[src/rtl/tetris_pkg.sv]
// Shared piece encoding and queue FSM state type for the piece path.
package tetris_pkg;

   localparam int PIECE_W = 3;

   localparam logic [PIECE_W-1:0] PIECE_I    = 3'd0;
   localparam logic [PIECE_W-1:0] PIECE_O    = 3'd1;
   localparam logic [PIECE_W-1:0] PIECE_T    = 3'd2;
   localparam logic [PIECE_W-1:0] PIECE_S    = 3'd3;
   localparam logic [PIECE_W-1:0] PIECE_Z    = 3'd4;
   localparam logic [PIECE_W-1:0] PIECE_J    = 3'd5;
   localparam logic [PIECE_W-1:0] PIECE_L    = 3'd6;
   localparam logic [PIECE_W-1:0] PIECE_NONE = 3'd7;

   typedef enum logic [1:0] {
      S_IDLE = 2'd0,
      S_WAIT = 2'd1,
      S_RESP = 2'd2
   } state_t;

   // A code is a real piece unless it is the "none" marker.
   function automatic logic piece_valid(input logic [PIECE_W-1:0] p);
      return (p != PIECE_NONE);
   endfunction

endpackage

[src/rtl/piece_fifo.sv]
// Shift-register preview FIFO. Slot 0 is always the head; a pop shifts every
// slot down by one, and a push lands in the first free slot after any shift.
// Empty slots read as PIECE_NONE.
module piece_fifo
   import tetris_pkg::*;
#(
   parameter int DEPTH = 4
) (
   input  logic                         clk,
   input  logic                         reset,
   input  logic                         push,
   input  logic [PIECE_W-1:0]           push_piece,
   input  logic                         pop,
   output logic [PIECE_W-1:0]           head,
   output logic [PIECE_W*DEPTH-1:0]     slots,
   output logic [$clog2(DEPTH+1)-1:0]   count,
   output logic [$clog2(DEPTH+1)-1:0]   count_next
);

   localparam int CW = $clog2(DEPTH+1);
   localparam logic [CW-1:0] DEPTH_C = CW'(DEPTH);

   logic [PIECE_W-1:0] slot_r [DEPTH];
   logic [PIECE_W-1:0] slot_n [DEPTH];
   logic [CW-1:0]      count_r;
   logic [CW-1:0]      count_n;
   logic [CW-1:0]      wr_idx_s;
   logic               pop_ok_s;
   logic               push_ok_s;

   // Next slot contents and occupancy from the push/pop pair.
   always_comb begin
      pop_ok_s  = pop && (count_r != {CW{1'b0}});
      push_ok_s = push && ((count_r < DEPTH_C) || pop_ok_s);
      wr_idx_s  = pop_ok_s ? (count_r - CW'(1)) : count_r;
      for (int i = 0; i < DEPTH; i++) begin
         slot_n[i] = slot_r[i];
      end
      if (pop_ok_s) begin
         for (int i = 0; i < DEPTH - 1; i++) begin
            slot_n[i] = slot_r[i+1];
         end
         slot_n[DEPTH-1] = PIECE_NONE;
      end else begin
         slot_n[0] = slot_n[0];
      end
      for (int i = 0; i < DEPTH; i++) begin
         if (push_ok_s && (wr_idx_s == CW'(i))) begin
            slot_n[i] = push_piece;
         end else begin
            slot_n[i] = slot_n[i];
         end
      end
      case ({push_ok_s, pop_ok_s})
         2'b10:   count_n = count_r + CW'(1);
         2'b01:   count_n = count_r - CW'(1);
         default: count_n = count_r;
      endcase
   end

   // Slot and occupancy registers.
   always_ff @(posedge clk) begin
      if (reset) begin
         for (int i = 0; i < DEPTH; i++) begin
            slot_r[i] <= PIECE_NONE;
         end
         count_r <= {CW{1'b0}};
      end else begin
         for (int i = 0; i < DEPTH; i++) begin
            slot_r[i] <= slot_n[i];
         end
         count_r <= count_n;
      end
   end

   // Flattened parallel view of the slots, head in the low bits.
   always_comb begin
      slots = '0;
      for (int i = 0; i < DEPTH; i++) begin
         slots[PIECE_W*i +: PIECE_W] = slot_r[i];
      end
   end

   assign head       = slot_r[0];
   assign count      = count_r;
   assign count_next = count_n;

endmodule

[src/rtl/piece_queue.sv]
// Piece queue: throttles the generator into a preview FIFO with a one-shot
// repeat filter, owns the hold slot and its per-spawn lock, and answers the
// game FSM's spawn/hold requests with a single-cycle response pulse.
module piece_queue
   import tetris_pkg::*;
#(
   parameter int DEPTH  = 4,
   parameter int REROLL = 1
) (
   input  logic                         clk,
   input  logic                         reset,
   output logic                         gen_enable,
   input  logic                         gen_ready,
   input  logic [PIECE_W-1:0]           gen_piece,
   input  logic                         spawn_req,
   input  logic                         hold_req,
   input  logic [PIECE_W-1:0]           hold_in,
   output logic                         resp_valid,
   output logic [PIECE_W-1:0]           resp_piece,
   output logic                         resp_from_hold,
   output logic                         busy,
   output logic [PIECE_W*DEPTH-1:0]     preview,
   output logic [$clog2(DEPTH+1)-1:0]   preview_count,
   output logic [PIECE_W-1:0]           hold_piece,
   output logic                         hold_locked
);

   localparam int CW = $clog2(DEPTH+1);
   localparam logic [CW-1:0] DEPTH_C = CW'(DEPTH);

   state_t              state_r, state_n;
   logic                gen_enable_r;
   logic [PIECE_W-1:0]  last_r;
   logic                reroll_used_r;
   logic [PIECE_W-1:0]  hold_r, hold_n;
   logic                locked_r, locked_n;
   logic                spawn_mode_r, spawn_mode_n;
   logic                resp_valid_r, resp_valid_n;
   logic [PIECE_W-1:0]  resp_piece_r, resp_piece_n;
   logic                resp_from_hold_r, resp_from_hold_n;
   logic                busy_r;

   logic                cand_s;
   logic                reroll_hit_s;
   logic                push_s;
   logic                pop_s;
   logic [PIECE_W-1:0]  head_s;
   logic [CW-1:0]       count_s;
   logic [CW-1:0]       count_next_s;

   piece_fifo #(.DEPTH(DEPTH)) u_fifo (
      .clk        (clk),
      .reset      (reset),
      .push       (push_s),
      .push_piece (gen_piece),
      .pop        (pop_s),
      .head       (head_s),
      .slots      (preview),
      .count      (count_s),
      .count_next (count_next_s)
   );

   // Candidate acceptance: a repeat of the last accepted piece is thrown away
   // once, after which the next candidate is taken regardless.
   always_comb begin
      cand_s = gen_enable_r && gen_ready && piece_valid(gen_piece) &&
               ((count_s < DEPTH_C) || pop_s);
      reroll_hit_s = cand_s && (REROLL != 0) && !reroll_used_r &&
                     (gen_piece == last_r);
      push_s = cand_s && !reroll_hit_s;
   end

   // Request FSM: decides pops, hold-slot updates and the response contents.
   always_comb begin
      state_n          = state_r;
      pop_s            = 1'b0;
      hold_n           = hold_r;
      locked_n         = locked_r;
      spawn_mode_n     = spawn_mode_r;
      resp_valid_n     = 1'b0;
      resp_piece_n     = PIECE_NONE;
      resp_from_hold_n = 1'b0;
      case (state_r)
         S_IDLE: begin
            if (spawn_req) begin
               spawn_mode_n = 1'b1;
               if (count_s != {CW{1'b0}}) begin
                  pop_s        = 1'b1;
                  resp_valid_n = 1'b1;
                  resp_piece_n = head_s;
                  locked_n     = 1'b0;
                  state_n      = S_RESP;
               end else begin
                  state_n = S_WAIT;
               end
            end else if (hold_req && !locked_r && piece_valid(hold_in)) begin
               hold_n   = hold_in;
               locked_n = 1'b1;
               if (piece_valid(hold_r)) begin
                  resp_valid_n     = 1'b1;
                  resp_piece_n     = hold_r;
                  resp_from_hold_n = 1'b1;
                  state_n          = S_RESP;
               end else begin
                  // Empty hold: the game still needs a new piece, taken from
                  // the queue, but the lock must survive this response.
                  spawn_mode_n = 1'b0;
                  if (count_s != {CW{1'b0}}) begin
                     pop_s        = 1'b1;
                     resp_valid_n = 1'b1;
                     resp_piece_n = head_s;
                     state_n      = S_RESP;
                  end else begin
                     state_n = S_WAIT;
                  end
               end
            end else begin
               state_n = S_IDLE;
            end
         end
         S_WAIT: begin
            if (count_s != {CW{1'b0}}) begin
               pop_s        = 1'b1;
               resp_valid_n = 1'b1;
               resp_piece_n = head_s;
               locked_n     = spawn_mode_r ? 1'b0 : locked_r;
               state_n      = S_RESP;
            end else begin
               state_n = S_WAIT;
            end
         end
         S_RESP: begin
            state_n = S_IDLE;
         end
         default: begin
            state_n = S_IDLE;
         end
      endcase
   end

   // State, hold slot, filter history and registered outputs.
   always_ff @(posedge clk) begin
      if (reset) begin
         state_r          <= S_IDLE;
         gen_enable_r     <= 1'b0;
         last_r           <= PIECE_NONE;
         reroll_used_r    <= 1'b0;
         hold_r           <= PIECE_NONE;
         locked_r         <= 1'b0;
         spawn_mode_r     <= 1'b0;
         resp_valid_r     <= 1'b0;
         resp_piece_r     <= PIECE_NONE;
         resp_from_hold_r <= 1'b0;
         busy_r           <= 1'b0;
      end else begin
         state_r          <= state_n;
         gen_enable_r     <= (count_next_s < DEPTH_C);
         hold_r           <= hold_n;
         locked_r         <= locked_n;
         spawn_mode_r     <= spawn_mode_n;
         resp_valid_r     <= resp_valid_n;
         resp_piece_r     <= resp_piece_n;
         resp_from_hold_r <= resp_from_hold_n;
         busy_r           <= (state_n != S_IDLE);
         if (push_s) begin
            last_r        <= gen_piece;
            reroll_used_r <= 1'b0;
         end else if (reroll_hit_s) begin
            last_r        <= last_r;
            reroll_used_r <= 1'b1;
         end else begin
            last_r        <= last_r;
            reroll_used_r <= reroll_used_r;
         end
      end
   end

   assign gen_enable     = gen_enable_r;
   assign resp_valid     = resp_valid_r;
   assign resp_piece     = resp_piece_r;
   assign resp_from_hold = resp_from_hold_r;
   assign busy           = busy_r;
   assign preview_count  = count_s;
   assign hold_piece     = hold_r;
   assign hold_locked    = locked_r;

endmodule

[config.mk]
export PLATFORM = sky130hd
export DESIGN_NAME = piece_queue
export DESIGN_NICKNAME = d
export VERILOG_FILES = /design/src/rtl/tetris_pkg.sv /design/src/rtl/piece_fifo.sv /design/src/rtl/piece_queue.sv
export SDC_FILE = /design/constraint.sdc
export NUM_CORES = 1
export LEC_CHECK = 0
export CORE_UTILIZATION = 47
export CTS_BUF_LIST = sky130_fd_sc_hd__clkbuf_8
export DETAILED_ROUTE_END_ITERATION = 16
export DONT_BUFFER_PORTS = 1
export PLACE_DENSITY_LB_ADDON = 0.12
export SYNTH_ARGS = -nofsm -noshare
export SYNTH_HDL_FRONTEND = slang
export SYNTH_SLANG_ARGS = --single-unit
[constraint.sdc]
create_clock -name clk -period 2.4 [get_ports clk]
set_input_delay 0.24 -clock clk [delete_from_list [all_inputs] [get_ports clk]]
set_output_delay 0.24 -clock clk [all_outputs]
set_load 0.1 [all_outputs]
# Word-level counts from Yosys, hierarchy flattened
# Memories as Yosys holds them, arrays and structs flattened.
# Cells that the tools add are included.
[word_totals]
reg_bits = 21
latchBits = 0
ramBits = 12
mem_bits_ro = 0
input_bits = 11
out_inout_bits = 26
memories = 1
[mem_list]
columns = ["memory", "words", "width", "read_ports", "rd_clocked_by_memory_dff", "wr", "line", "source"]
rows = [
  ["u_fifo.slot_r", 4, 3, 4, 0, 4, "piece_fifo.sv:23", "logic [PIECE_W-1:0] slot_r [DEPTH];"],
]
[classes]
addsub = 2
mul = 0
div_mod_pow = 0
n_lt_le_gt_ge = 2
n_eq_ne = 15
n_shift = 0
mux = 44
bitwise = 7
n_reduce_logical = 30
[op_table]
columns = ["operator", "n"]
rows = [
  ["2-to-1 mux 3 bit", 14],
  ["2-to-1 mux 1 bit", 19],
  ["!= test 3 bit, second input constant", 5],
  ["logical AND 1 bit", 14],
  ["case mux 3 bit (2 select lines)", 2],
  ["2-to-1 mux 9 bit", 1],
  ["2-to-1 mux 2 bit", 4],
  ["== test 3 x 2 -> 1 bit, second input constant", 2],
  ["less-than comparator 3 bit, second input constant", 2],
  ["!= test 2 bit, second input constant", 3],
  ["case mux 1 bit (2 select lines)", 3],
  ["AND reduction 3 bit", 2],
  ["nonzero test 2 bit", 3],
  ["AND reduction 5 bit", 1],
  ["== test 2 x 1 -> 1 bit, second input constant", 2],
  ["bitwise OR 1 bit", 4],
  ["case mux 2 bit (2 select lines)", 1],
  ["OR reduction 4 bit", 1],
  ["adder 3 x 1 -> 3 bit, second input constant", 1],
  ["== test 3 x 1 -> 1 bit, second input constant", 1],
  ["== test 3 bit", 1],
  ["zero test 1 bit", 3],
  ["zero test 3 bit", 1],
  ["NOT 1 bit", 3],
  ["6 further kinds", 7],
]

# Logic depth before layout (Yosys ltp)
# Gate-level depths: netlist of the first run.
[logic_depth]
ltp_word = 16
depth_mapped = 11

# Modules after synthesis
# From an unflattened synthesis of the first run, not the netlist that was laid out.
[unflattened]
cells_unflattened = 195
area_unflattened_um2 = 1825.5
[modules_own_cells]
columns = ["module", "instances", "cells_each", "area_per_inst_um2", "seq_area_each_um2"]
rows = [
  ["piece_fifo", 1, 104, 960.9, 300.3],
  ["piece_queue", 1, 91, 864.6, 360.3],
]

# Least setup slack after synthesis of the first run
# Ideal clock, no wire load.
[synth_path]
kind = "register -> register"
from = "register u_fifo.count_r[0], in the netlist u_fifo.count[0]"
to = "register gen_enable_r, in the netlist gen_enable"
arrival_time_ns = 3.077
t_required_ns = 2.334
setup_slack_ns = -0.743
stages_incl_launch_ff = 12
n_path_buf = 1
synth_period_minus_slack_ns = 3.143
path_cell_list = "dfxtp_1 > inv_1 > ha_1 > nor2b_1 > nor2_1 > nand2_1 > clkbuf_1 > ha_1 > a21oi_1 > o21ai_0 > a21oi_1 > nor2b_1"
[synth_via]
elab_chain_cells = 16
[synth_rtl]
columns = ["element", "line", "source"]
rows = [
  ["from (decl)", "piece_fifo.sv:25", "logic [CW-1:0] count_r;"],
  ["from (signal assigned)", "piece_fifo.sv:67", "count_r <= {CW{1'b0}};"],
  ["from (signal assigned)", "piece_fifo.sv:72", "count_r <= count_n;"],
  ["nonzero test 3 bit", "n/a", ""],
  ["2-to-1 mux 1 bit", "piece_queue.sv:87, piece_queue.sv:108, piece_queue.sv:122", ""],
  ["2-to-1 mux 1 bit", "piece_queue.sv:99", "if (piece_valid(hold_r)) begin"],
  ["2-to-1 mux 1 bit", "piece_queue.sv:96", "end else if (hold_req && !locked_r && piece_valid(hold_in)) begin"],
  ["2-to-1 mux 1 bit", "piece_queue.sv:85", "if (spawn_req) begin"],
  ["case mux 1 bit (2 select lines)", "piece_queue.sv:83", "case (state_r)"],
  ["logical OR 1 bit", "piece_queue.sv:67", "((count_s < DEPTH_C) || pop_s);"],
  ["logical AND 1 bit", "piece_queue.sv:66", "cand_s = gen_enable_r && gen_ready && piece_valid(gen_piece) &&"],
  ["logical AND 1 bit (2 in series)", "piece_queue.sv:68", "reroll_hit_s = cand_s && (REROLL != 0) && !reroll_used_r &&"],
  ["zero test 1 bit", "piece_queue.sv:70", "push_s = cand_s && !reroll_hit_s;"],
  ["logical AND 1 bit", "piece_queue.sv:70", ""],
  ["logical AND 1 bit", "piece_fifo.sv:34", "push_ok_s = push && ((count_r < DEPTH_C) || pop_ok_s);"],
  ["== test 2 x 1 -> 1 bit or == test 2 bit (tied branches)", "piece_fifo.sv:54", "case ({push_ok_s, pop_ok_s})"],
  ["case mux 3 bit (2 select lines) *", "piece_fifo.sv:54", ""],
  ["less-than comparator 3 bit *", "piece_queue.sv:157", "gen_enable_r <= (count_next_s < DEPTH_C);"],
  ["to (signal assigned)", "piece_queue.sv:157", ""],
  ["to (decl)", "piece_queue.sv:32", "logic gen_enable_r;"],
]
# Every way passes the cells marked *; elsewhere a longest branch is shown, timed or not.
# A chain may end at the register's enable or synchronous reset.

# Worst setup path after layout of the first run
[layout_path]
from = "register state_r[1]"
to = "register gen_enable_r, in the netlist gen_enable"
[layout_via]
elab_chain_cells = 12
[layout_rtl]
columns = ["element", "line", "source"]
rows = [
  ["from (decl)", "piece_queue.sv:31", "state_t state_r, state_n;"],
  ["from (signal assigned)", "piece_queue.sv:156", "state_r <= state_n;"],
  ["== test 2 x 1 -> 1 bit or zero test 2 bit (tied branches)", "piece_queue.sv:83", ""],
  ["case mux 1 bit (2 select lines) *", "piece_queue.sv:83", ""],
  ["logical OR 1 bit", "piece_queue.sv:67", ""],
  ["logical AND 1 bit", "piece_queue.sv:66", ""],
  ["logical AND 1 bit (2 in series)", "piece_queue.sv:68", ""],
  ["zero test 1 bit", "piece_queue.sv:70", ""],
  ["logical AND 1 bit", "piece_queue.sv:70", ""],
  ["logical AND 1 bit", "piece_fifo.sv:34", ""],
  ["== test 2 x 1 -> 1 bit or == test 2 bit (tied branches)", "piece_fifo.sv:54", ""],
  ["case mux 3 bit (2 select lines) *", "piece_fifo.sv:54", ""],
  ["less-than comparator 3 bit *", "piece_queue.sv:157", ""],
]
# Marks and branches as above.

==> impl_metrics.yaml, run 1 <==
route:
  drt_iter0_drc: 63
  routed_via_density: 5.88
  drt_wl_total_mm: 4.16
  vias: 1516
  drc: 0
  firstDrtPassIters: 4
  drtAntennaViolNets: 0
  routedWlPerCell_um: 16.1
yosys:
  netlist_instances: 189
  yosysTopAreaCell: "dfxtp_1"
  synthTopCellsByArea: "dfxtp_1 38%, mux2i_1 8.1%, a211oi_1 5.2%"
  ys.flop_type: "dfxtp_1"
  seq_area_frac_synth_pct: 38.1
  synthTopCellsByCount: "33 x dfxtp_1, 19 x nor2_1, 14 x mux2i_1"
  ys_types: 46
  syn-num-nets: 205
  syn_avg_cell_area_um2: 9.17
  post-synth-top-count-cell: "dfxtp_1"
  synth-edff-count: 0
  netlist_area_mm2: 0.00173
  synthArstFlopShare_pct: 0
  synth_top_area_share_pct: 38.1
  ys_seq_elements: 33
  ys_warn_count: 0
outcome:
  run_status: "complete, no violations"
floorplanning:
  initial_core_util_pct: 50.3
  rows: 21
  pin_count: 37
  fp.dieW_um: 62.7
  dieArea_mm2: 0.00393
  coreArea_mm2: 0.00344
  die_h_um: 62.7
timing:
  tightest_slew_ns: 0.935
  tns_ns: 0
  final-setup-viol-count: 0
  max_freq_ghz: 0.448
  fin_crit_sh_pct: 93.0
  slew_viol_final: 0
  rsz0062_at_grt: "false"
  finalHoldViolCount: 0
  relSlewSlack_pct: 37.6
  fin_skew_ns: 0.00536
  fin_crit_ns: 2.23
placement:
  dp_hpwl_mm: 2.98
  numPortBuffers: 0
  dpl_cell_area_mm2: 0.00197
  gp_congestion: 0.834
  dp_cells: 250
global_routing:
  globalRouteOverflowTotal: 0
  grt_use_total_pct: 22.6
  grt_pass1_vias: 1505
  antenna_found_initial: 0
  grt_max_degree: 34
  grt_pass1_wl_mm: 6.94
pwr:
  swShare_pct: 53.1
  p_leak_nw: 0.867
  p_sw_w: 0.00176
  p_per_area_mw_per_mm2: 1590
  power_w: 0.00331
  internal_power_w: 0.00155
  ir_drop_mv: 0.933
  pwr-share-clk_pct: 15.4
  pwr-share-seq_pct: 27.4
  combinationalPowerShare_pct: 57.2
cts:
  cts-root-buf: "clkbuf_8"
  tritoncts: "yes"
  cts_hold_buf: 0
  cts_setup_buffers: 0
  worstSkewPairLatency_ns: 0.29
  cts_buffers: 5
  clock_sinks: 33
  clkSlewWorstSetupHoldPaths_ns: 0.07
  htree_levels: 2
  clk_path_buf_depth: 2
  cts_resized: 0
cells_and_area:
  syn_to_final_growth_pct: 20.5
  instances_no_fill: 258
  ff_latch_area_um2: 684
  layout-drive-gt1-share_pct: 24.5
  nets: 227
  n_antenna_cell: 0
  final_util_pct: 60.7
  design_area_mm2: 0.00209
  multi_input_area_mm2: 0.00103
  nFillCells: 312
critical_path:
  critPathMaxFanout: 7
  cp.arrival_ns: 2.45
  worstPathRequired_ns: 2.62
  worst-setup-path-type: "reg -> reg"
  critical_path.startpoint_type: "register"
  end_kind: "register"
min_path:
  hp-class: "in -> reg"
flow_run:
  max-cap-violations: 0
[path summary, 6_finish.rpt]
kind                                   start               to  slack (ns)  depth (start not counted)
worst max-delay path              state_r[1]       gen_enable        0.17                          9
worst max register to register    state_r[1]       gen_enable        0.17                          9
worst min-delay path                   reset  u_fifo.count[0]       0.008                          1
worst min register to register  spawn_mode_r     spawn_mode_r        0.47                          2
[power by group through the flow]
| stage | registers, W | clock network [W] | logic [W] |
|---|---|---|---|
| 3_5_place_dp | 0.000917 | 0 | 0.00186 |
| 5_1_grt | 0.000925 | 0.000541 | 0.00201 |
| 2_1_floorplan | 0.00164 | 0 | 0.000770 |
| 3_3_place_gp | 0.000915 | 0 | 0.00184 |
| 6_report | 0.000909 | 0.000510 | 0.00189 |
| 4_1_cts | 0.000907 | 0.000519 | 0.00187 |
[registers in the layout, indices dropped and copies added (netlist names), named ones only]
register / flops
gen_enable: 1
spawn_mode_r: 1
last_r: 3
u_fifo.count: 2
hold_piece: 3
reroll_used_r: 1
state_r: 2
busy: 1
resp_valid: 1
resp_piece: 3
resp_from_hold: 1
u_fifo.slot_r: 12
hold_locked: 1
[per-layer routing]
metal  track usage [%]  vias to the layer above  wire length, um
li1                  -                      731                -
met1              28.0                      741             1880
met2              36.7                       36             2000
met3              7.66                        8              221
met4              7.27                        0               65
met5                 0                        -                0
[cells by family after synthesis]
logic type                 share of synthesized area, %
and+or+nand+nor                                    23.1
AOI/OAI and AO/OA                                  20.7
DFF                                                38.1
buffers and inverters                              4.40
muxes                                              8.09
adders and majority gates                          3.61
xor gates and xnor gates                           2.02
[metrics by stage]
stage                     hold WS (ns)  setup slack, ns
final                          0.00752            0.167
after global routing           0.00740           0.0465
after CTS                      0.00194            0.109
after detailed placement         0.311            0.134
after global placement           0.308            0.198
after floorplan                  0.364           0.0359
[critical path, cell delays in order (launching register included)]
cell,delay [ns]
dfxtp_2,0.36
nand4b_1,0.23
o311ai_4,0.28
or3b_4,0.44
inv_1,0.11
ha_4,0.23
a21oi_1,0.12
o21ai_0,0.09
a21oi_1,0.17
nor2b_1,0.14
[placed cells by master, fill, tap and decap left out, types with 5 or more instances in the layout]
cell type	instances
and3_1	9
mux2i_1	14
inv_1	10
clkbuf_8	5
dfxtp_4	5
nand2_1	10
a211oi_1	12
nor3_1	7
a21oi_1	5
buf_4	24
nor2_1	18
dfxtp_1	24
nor2b_1	5
[area by class of cell]
class	instances	share of cell area (%)
clock buffer	5	3.30
tap	46	2.76
multi-input combinational	138	49.1
clock inverter	3	1.80
sequential	33	32.8
timing repair buffer	24	8.63
inverter	9	1.62
Note: power is estimated with default switching activity, not from simulation.
==> run 2, diff against run 1 <==
--- a/config.mk
+++ b/config.mk
@@ -9,6 +9,7 @@
 export CTS_BUF_LIST = sky130_fd_sc_hd__clkbuf_8
 export DETAILED_ROUTE_END_ITERATION = 16
 export DONT_BUFFER_PORTS = 1
+export GPL_ROUTABILITY_DRIVEN = 1
 export PLACE_DENSITY_LB_ADDON = 0.12
 export SYNTH_ARGS = -nofsm -noshare
 export SYNTH_HDL_FRONTEND = slang
==> results of run 2 <==
No change in the layout: final DEF, timing and power equal those of run 1.
==> run 3, diff against run 2 <==
--- a/config.mk
+++ b/config.mk
@@ -5,6 +5,8 @@
 export SDC_FILE = /design/constraint.sdc
 export NUM_CORES = 1
 export LEC_CHECK = 0
+export ABC_AREA = 1
+export CORE_MARGIN = 4
 export CORE_UTILIZATION = 47
 export CTS_BUF_LIST = sky130_fd_sc_hd__clkbuf_8
 export DETAILED_ROUTE_END_ITERATION = 16
==> run 3 against run 2 <==
  * Flip-flop and latch count unchanged
  * Highest routed layer unchanged
  * Largest cell class unchanged
  * Synthesized cell count rose by 28%
  * Combinational power is essentially flat
  * Clock-buffer cell count unchanged
==> impl_metrics.yaml, run 3 <==
route:
  drtAntennaViolNets: 0
  routedWlPerCell_um: 12.6
  drt_wl_total_mm: 3.98
  firstDrtPassIters: 4
  drt_iter0_drc: 133
  drc: 0
  vias: 1633
  routed_via_density: 5.17
floorplanning:
  dieArea_mm2: 0.00487
  rows: 22
  fp.dieW_um: 69.8
  die_h_um: 69.8
  coreArea_mm2: 0.00369
  pin_count: 37
  initial_core_util_pct: 48.6
placement:
  numPortBuffers: 0
  dp_hpwl_mm: 3.00
  gp_congestion: 0.773
  pre_cts_slack_ns: 0.146
global_routing:
  grt_pass1_vias: 1484
  grt_use_total_pct: 17.1
  grt_pass1_wl_mm: 6.82
  grt_max_degree: 24
  globalRouteOverflowTotal: 0
  antenna_found_initial: 0
cts:
  clk_path_buf_depth: 2
  clock_sinks: 33
  clkSlewWorstSetupHoldPaths_ns: 0.07
  cts-root-buf: "clkbuf_8"
  cts_setup_buffers: 0
  tritoncts: "yes"
  cts_buffers: 5
  worstSkewPairLatency_ns: 0.29
  htree_levels: 2
pwr:
  combinationalPowerShare_pct: 58.4
  p_leak_nw: 1.07
  p_sw_w: 0.00182
  pwr-share-clk_pct: 12.7
  internal_power_w: 0.00141
  pwr-share-seq_pct: 28.9
  swShare_pct: 56.2
  p_per_area_mw_per_mm2: 1540
  ir_drop_mv: 0.727
cells_and_area:
  nFillCells: 356
  mostFrequentLayoutCell: "nand2_1"
  final_cell_mix: "56 x nand2_1, 46 x nand3_1, 26 x dfxtp_1"
  n_antenna_cell: 0
  nets: 283
  largest_reg_flops: 12
  layout-drive-gt1-share_pct: 24.6
  largest-register: "u_fifo.slot_r"
  syn_to_final_growth_pct: 17.3
  final_util_pct: 57.1
critical_path:
  worstPathRequired_ns: 2.63
  critPathMaxFanout: 11
  cp.arrival_ns: 2.41
  crit_start: "u_fifo.count[1]"
  reg2reg_setup_slack_ns: 0.22
  timing.rr.start: "u_fifo.count[1]"
  rr_worst_depth: 14
  worst-setup-path-type: "reg -> reg"
  critical_path.startpoint_type: "register"
  endpoint: "gen_enable"
  end_kind: "register"
  reg2reg_to: "gen_enable"
yosys:
  ys_warn_count: 0
  synthTopCellsByArea: "dfxtp_1 37%, nand3_1 13%, nand2_1 12%"
  ys_types: 32
  ys.flop_type: "dfxtp_1"
  syn-num-nets: 258
  synth_top_area_share_pct: 36.8
  yosysTopAreaCell: "dfxtp_1"
  synthTopCellsByCount: "56 x nand2_1, 46 x nand3_1, 33 x dfxtp_1"
  post-synth-top-count-cell: "nand2_1"
  netlist_instances: 242
  synthArstFlopShare_pct: 0
  seq_area_frac_synth_pct: 36.8
  netlist_area_mm2: 0.00179
  synth-edff-count: 0
  syn_avg_cell_area_um2: 7.41
  ys_seq_elements: 33
timing:
  tightest_slew_ns: 0.941
  rsz0062_at_grt: "false"
  setup_slack_ns: 0.221
  fin_crit_ns: 2.18
  slew_viol_final: 0
  final-setup-viol-count: 0
  fin_crit_sh_pct: 90.8
  max_freq_ghz: 0.459
  tns_ns: 0
  relSlewSlack_pct: 37.2
  fin_skew_ns: 0.00795
  finalHoldViolCount: 0
min_path:
  hp-class: "in -> reg"
flow_run:
  max-cap-violations: 0
outcome:
  run_status: "complete, no violations"
[run 3: final cells by class]
type | instances | area, um^2 | share of cell area (%)
Clock buffer | 5 | 68.8 | 3.27
Clock inverter | 3 | 17.5 | 0.832
Inverter | 28 | 105 | 4.99
Multi-Input combinational cell | 175 | 991 | 47.1
Sequential cell | 33 | 677 | 32.2
Tap cell | 48 | 60.1 | 2.85
Timing Repair Buffer | 24 | 185 | 8.80
[run 3: metal layers]
metal / track usage [%] / wire [um] / share of wire [%] / vias up
met4: 5.11 / 32 / 0.80 / 0
met2: 26.5 / 1840 / 46 / 46
met1: 22.8 / 1870 / 47 / 730
met5: 0 / 0 / 0 / -
met3: 5.36 / 247 / 6.2 / 4
li1: - / - / - / 853
[run 3: worst max-delay path, cell delays in order, from the launching register on]
cell and delay [ns]:
dfxtp_4 0.34, inv_1 0.10, ha_1 0.17, nand2_2 0.08
inv_2 0.15, nor2_8 0.06, nand2_4 0.13, nand2_2 0.09
nand3_4 0.17, inv_1 0.08, ha_1 0.22, a32o_1 0.25
o21ai_1 0.15, inv_1 0.06, nor2_1 0.07
[run 3: timing repair]
item,CTS,global route
resized for setup,0,1
setup endpoints to repair,0,2
hold buffers,1,1
endpoints found under the hold margin,2,1
[run 3: kinds of logic (layout without fill, tap and decap cells)]
| family | after synthesis | in the layout | share of synthesized area [%] |
|---|---|---|---|
| buf+inv | 34 | 60 | 7.95 |
| simple gates | 140 | 140 | 40.9 |
| flops | 33 | 33 | 36.8 |
| compound gates | 27 | 27 | 9.27 |
| mux | 1 | 1 | 0.628 |
| xor+xnor | 2 | 2 | 0.976 |
| fa+ha+maj | 5 | 5 | 3.49 |
[run 3: power by group through the flow]
| stage | Clock [W] | Combinational, W | Sequential (W) |
|---|---|---|---|
| after floorplan | 0 | 0.00107 | 0.00145 |
| after global placement | 0 | 0.00187 | 0.000944 |
| after detailed placement | 0 | 0.00189 | 0.000944 |
| after CTS | 0.000425 | 0.00189 | 0.000935 |
| after global routing | 0.000453 | 0.00206 | 0.000952 |
| final | 0.000411 | 0.00189 | 0.000934 |
[run 3: worst min path at each step]
stage	from	to	slack, ns	depth (start not counted)
finish	reset	gen_enable	0.02	1
global route	reset	gen_enable	0.0008	1
CTS	reset	gen_enable	0.005	1
detailed placement	reset	u_fifo.count[0]	0.31	1
global placement	reset	u_fifo.count[0]	0.30	1
floorplan	hold_in[0]	hold_piece[0]	0.35	2
[run 3: metrics by stage]
stage	hold slack, ns	total power, W	cell area [um^2]	std cells
after global placement	0.304	0.00281	2000	306
after CTS	0.00522	0.00325	2090	315
after global routing	0.000768	0.00347	2100	316
after floorplan	0.353	0.00252	1810	242
final	0.0176	0.00323	2100	316
after detailed placement	0.306	0.00283	2000	306
